--- config.mk ---
export PLATFORM = sky130hd
export DESIGN_NAME = rr_arbiter
export DESIGN_NICKNAME = d
export VERILOG_FILES = /design/src/rtl/rr_arbiter_pkg.sv /design/src/rtl/rr_pick.sv /design/src/rtl/rr_arbiter.sv
export SDC_FILE = /design/constraint.sdc
export NUM_CORES = 1
export LEC_CHECK = 0
export CAP_MARGIN = 25
export CORE_MARGIN = 2
export CORE_UTILIZATION = 30
export CTS_CLUSTER_SIZE = 10
export DETAILED_ROUTE_END_ITERATION = 10
export PLACE_DENSITY = 0.59
export REMOVE_ABC_BUFFERS = 1
export SLEW_MARGIN = 20
export SYNTH_ARGS = -nofsm -noshare
export SYNTH_HDL_FRONTEND = slang
export SYNTH_HIERARCHICAL = 1
export SYNTH_SLANG_ARGS = --single-unit
--- constraint.sdc ---
create_clock -name clk -period 7.3 [get_ports clk]
set_clock_uncertainty 0.2 [all_clocks]
set_input_delay 1.46 -clock clk [delete_from_list [all_inputs] [get_ports clk]]
set_output_delay 1.46 -clock clk [all_outputs]
set_load 0.05 [all_outputs]
--- src/rtl/rr_arbiter_pkg.sv ---
// Shared defaults, FSM state type and width helpers for the round-robin arbiter.
// Widths are derived so that degenerate parameter values still give a 1-bit field.
package rr_arbiter_pkg;

  localparam int DEF_N        = 4;
  localparam int DEF_MAX_HOLD = 16;

  typedef enum logic {
    IDLE = 1'b0,
    OWN  = 1'b1
  } state_e;

  function automatic int clog2_min1(input int v);
    return ($clog2(v) < 1) ? 1 : $clog2(v);
  endfunction

  localparam int DEF_IDX_W = clog2_min1(DEF_N);

endpackage

--- src/rtl/rr_pick.sv ---
// Combinational round-robin pick: first set req bit at or above the ptr bit, else wrap to the lowest.
// Zero latency; winner is all-zero when req is all-zero.
module rr_pick #(
  parameter int N = 4
) (
  input  logic [N-1:0] req,
  input  logic [N-1:0] ptr,
  output logic [N-1:0] winner
);

  logic [N-1:0] upper;
  logic [N-1:0] upper_low;
  logic [N-1:0] all_low;

  // ptr is one-hot, so ptr-1 masks every index below the priority position.
  assign upper     = req & ~(ptr - N'(1));
  assign upper_low = upper & (~upper + N'(1));
  assign all_low   = req & (~req + N'(1));
  assign winner    = (|upper) ? upper_low : all_low;

endmodule

--- src/rtl/rr_arbiter.sv ---
// Round-robin arbiter with hold-time limit: one-hot grant registered one edge after the deciding req.
// No backpressure; an owner releases via done, dropping its req, or hitting MAX_HOLD.
module rr_arbiter
  import rr_arbiter_pkg::*;
#(
  parameter int N        = DEF_N,
  parameter int MAX_HOLD = DEF_MAX_HOLD
) (
  input  logic                       clk,
  input  logic                       rst,
  input  logic [N-1:0]               req,
  input  logic                       done,
  output logic [N-1:0]               gnt,
  output logic                       gnt_valid,
  output logic [clog2_min1(N)-1:0]   gnt_idx,
  output logic                       timeout
);

  localparam int IW = clog2_min1(N);
  localparam int HW = clog2_min1(MAX_HOLD);
  localparam logic [HW-1:0] HOLD_SAT = (MAX_HOLD > 0) ? HW'(MAX_HOLD - 1) : {HW{1'b1}};

  state_e        state_q, state_d;
  logic [N-1:0]  gnt_q, gnt_d;
  logic [N-1:0]  ptr_q, ptr_d;
  logic [HW-1:0] hold_q, hold_d;
  logic [IW-1:0] idx_q, idx_d;
  logic          vld_q, vld_d;
  logic          timeout_q, timeout_d;

  logic          owner_req;
  logic          hold_lim;
  logic          release_ev;
  logic [N-1:0]  ptr_rot;
  logic [N-1:0]  pick_ptr;
  logic [N-1:0]  winner;

  assign owner_req  = |(req & gnt_q);
  assign hold_lim   = (MAX_HOLD > 0) && (hold_q == HOLD_SAT);
  assign release_ev = (state_q == OWN) && (done || !owner_req || hold_lim);
  assign ptr_rot    = {gnt_q[N-2:0], gnt_q[N-1]};
  // Re-pick on the release edge uses the rotated pointer so there is no bubble cycle.
  assign pick_ptr   = release_ev ? ptr_rot : ptr_q;

  rr_pick #(.N(N)) u_pick (
    .req    (req),
    .ptr    (pick_ptr),
    .winner (winner)
  );

  always_comb begin
    state_d   = state_q;
    gnt_d     = gnt_q;
    ptr_d     = ptr_q;
    hold_d    = hold_q;
    timeout_d = 1'b0;
    case (state_q)
      IDLE: begin
        if (|winner) begin
          state_d = OWN;
          gnt_d   = winner;
          hold_d  = '0;
        end
      end
      OWN: begin
        if (release_ev) begin
          ptr_d     = ptr_rot;
          hold_d    = '0;
          timeout_d = hold_lim && !done && owner_req;
          if (|winner) begin
            gnt_d = winner;
          end else begin
            state_d = IDLE;
            gnt_d   = '0;
          end
        end else if (hold_q != HOLD_SAT) begin
          hold_d = hold_q + HW'(1);
        end
      end
      default: begin
        state_d = IDLE;
        gnt_d   = '0;
      end
    endcase
  end

  always_comb begin
    idx_d = '0;
    for (int i = 0; i < N; i++) begin
      if (gnt_d[i]) idx_d = idx_d | IW'(i);
    end
    vld_d = |gnt_d;
  end

  always_ff @(posedge clk or posedge rst) begin
    if (rst) begin
      state_q   <= IDLE;
      gnt_q     <= '0;
      ptr_q     <= N'(1);
      hold_q    <= '0;
      idx_q     <= '0;
      vld_q     <= 1'b0;
      timeout_q <= 1'b0;
    end else begin
      state_q   <= state_d;
      gnt_q     <= gnt_d;
      ptr_q     <= ptr_d;
      hold_q    <= hold_d;
      idx_q     <= idx_d;
      vld_q     <= vld_d;
      timeout_q <= timeout_d;
    end
  end

  assign gnt       = gnt_q;
  assign gnt_valid = vld_q;
  assign gnt_idx   = idx_q;
  assign timeout   = timeout_q;

endmodule

==> metrics.md <==
| Metric | Value |
|---|---|
| Total clock sinks | `17` |
| Fmax | `195 MHz` |
| Slowest stage delay, CP | `590 ps` |
| Die Y | `roughly 60 µm` |
| Ys async rst share | `100%` |
| CTS tree | `yes` |
| Clock slew at reported path FFs | `roughly 90 ps` |
| Required @ worst endpoint | `7280 ps` |
| Setup Fix Bufs, Post-CTS | `0` |
| Largest cells by area after synthesis | `dfrtp_1 (42%), mux2_1 (4.7%), mux2_2 (4.7%)` |
| I/O pins | `15` |
| RSZ-0062 raised after global routing | `no` |
| DRT iter0 DRCs | `20` |
| DIE WIDTH | `between 60 and 70 µm` |
| # port buffers | `14` |
| Top_reg_cell synth | `dfrtp_1` |
| Synth Cell Area | `953 µm²` |
| Fin. max-slew vios | `0` |
| Syn_area_per_cell | `~11 µm²` |
| WL/cell | `12.7 µm` |
| Share of post-route cells with drive strength above 1 | `roughly 15%` |
| Area grow syn2layout | `23.2%` |
| WP data arrival | `approximately 5000 ps` |
| Leakage | `approximately 0.50 nW` |
| Final ANT Viol Nets | `0` |
| Crit Path Max Fanout | `6` |
| Area fraction of the dominant cell type after synthesis | `a little over two fifths` |
| Final hold slack | `approximately 300 ps` |
| FF+latch area | `~430 µm²` |
| Post-Synthesis Cells | `89` |
| Via density | `just under 5` |
| Longest Clk Path Bufs | `2` |
| Area of the multi-input gates | `approximately 500 µm²` |
| Final setup fails | `0` |
| Vias | `between 700 and 800` |
| PwrDens | `471 nW/µm²` |
| Largest net degree at the start of global routing | `18` |
| DR pass1 iterations | `4` |
| Worst skew pair latency | `between 200 and 300 ps` |
| Aggregate global routing overflow | `0` |
| EDFF count, synth | `0` |
| Count leader, synth | `dfrtp_1` |
| VDD IR max | `~0.00026 V` |
| CP Cell Sequence | `clkdlybuf4s50_1, a22oi_1, a211oi_4, nand2b_4, mux2_1, or4_4, and3_4, o41ai_2, nor4_1, nor2b_1, a21o_1, a22o_1` |
| Pre-CTS WS | `between 1500 and 2000 ps` |
| Sum of negative setup slack | `0 ps` |
| Final wirelength | `1930 µm` |
| GRT Total Usage | `between 10% and 20%` |
| Synth unique cells | `35` |
| CP Launch Type | `input pin` |
| DRC | `0` |
| Slew Limit Headroom | `57.5%` |
| Final hold viol count | `0` |
| Status | `complete, no violations` |
| Die area | `3650 µm²` |
| N_diodes | `0` |
| Crit-path slowest cell | `clkdlybuf4s50_1` |
| Post-synth top cells | `dfrtp_1 (16), nand2_1 (9), inv_1 (6)` |
| Maxcap violations | `0` |
| Seq cells post-synth | `17` |
| Nets | `around 120` |
| Vias in the first global route | `a little under 700` |
| Fillcell total | `302` |
| Critical Path End Type | `register` |
| Setup CP Type | `in -> reg` |
| Worst setup margin | `between 2000 and 2500 ps` |
| Initial antenna violation count | `0` |
| Area leader, netlist | `dfrtp_1` |
| CTS buffer count | `3` |
| Core Area | `between 3000 and 4000 µm²` |
| Worst slew pin tran | `~640 ps` |
| Worst Hold Class | `reg -> reg` |
| Htree depth | `1` |
| Fin crit share | `70.2%` |
| First-pass GRT wire length | `3240 µm` |
| Post-CTS Hold Buffers | `0` |
| Resized cells post-CTS | `0` |
| Synth Warn # | `6` |
| Starting density of the core | `around a third` |
| Post-layout minimum cycle time | `around 5100 ps` |
| Seq/Total Area, Yosys | `between 40% and 50%` |
| DP HPWL | `between 1500 and 2000 µm` |
| GP Congestion | `0.885` |
| Rows | `20` |
| Root buffer cell | `clkbuf_4` |
per-layer routing:
layer  global-route usage (%)  vias to the layer above  part of all wire, %
met2                     18.8                       19                   47
met1                     16.3                      366                   48
li1                         -                      364                    -
met4                     1.90                        0                    0
met5                        0                        -                    0
met3                     3.41                        0                  5.4
kinds of logic after synthesis:
logic type	count (synthesis)	synth area share (%)
adder cells (fa/ha/maj)	2	2.62
flip-flops	17	44.8
multiplexers	9	10.5
XOR/XNOR	2	1.84
buffers and inverters	6	2.36
AND/OR/NAND/NOR	31	18.8
AO/OA/AOI/OAI	22	19.2
through the flow:
| step | util, % | total power, W | instances | cell area (µm²) |
|---|---|---|---|---|
| after floorplan | - | 0.000420 | 89 | 953 |
| after global placement | 37.9 | 0.000501 | 147 | 1150 |
| after detailed placement | 37.9 | 0.000505 | 147 | 1150 |
| after CTS | 38.8 | 0.000556 | 151 | 1170 |
| after global routing | 38.8 | 0.000593 | 151 | 1170 |
| final | 38.8 | 0.000553 | 151 | 1170 |
cells in the final DEF, fill, tap and decap left out, types with 3 or more instances in the layout:
cell	netlist	routed
nand2_1	9	9
inv_1	6	6
nor2_1	4	4
mux2_2	4	4
dfrtp_1	16	16
mux2_1	4	4
clkdlybuf4s50_1	0	14
clkbuf_4	0	3
nand3_1	3	3
o22ai_1	4	4
a22o_1	5	5
cell type report:
type	instances	share of cell area [%]
clock buffers	4	2.24
multi-input cells	66	42.9
inverters	6	1.92
repair buffers	14	11.9
well taps	44	4.69
flip-flops and latches	17	36.3
worst max-delay path: cells and delay by family:
family,cells,cell delay [ps]
mux,1,390
compound gates,5,1360
buf+inv,1,590
simple gates,5,1280
final timing paths:
path                                 from    endpoint  slack (ps)  depth (start not counted)
worst min register to register   ptr_q[3]    ptr_q[3]         300                          1
worst max register to register  hold_q[0]      gnt[0]        3240                         12
max in group asynchronous             rst   hold_q[2]        5140                          2
min in group asynchronous             rst  gnt_idx[1]        1350                          2
worst max-delay path               req[0]      gnt[0]        2170                         12
worst min-delay path             ptr_q[3]    ptr_q[3]         300                          1
state kept, by name, summed over array words and instances, names as in the netlist:
| register | cells |
|---|---|
| hold_q | 4 |
| state_q | 1 |
| gnt_idx | 2 |
| gnt_valid | 1 |
| timeout | 1 |
| gnt | 4 |
| ptr_q | 4 |
power by group:
| part | internal (W) | switching (W) | total, W |
|---|---|---|---|
| sequential | 0.000129 | 0.0000319 | 0.000161 |
| clock | 0.0000212 | 0.0000276 | 0.0000489 |
| combinational | 0.000149 | 0.000194 | 0.000343 |
(Power assumes the default switching activity.)
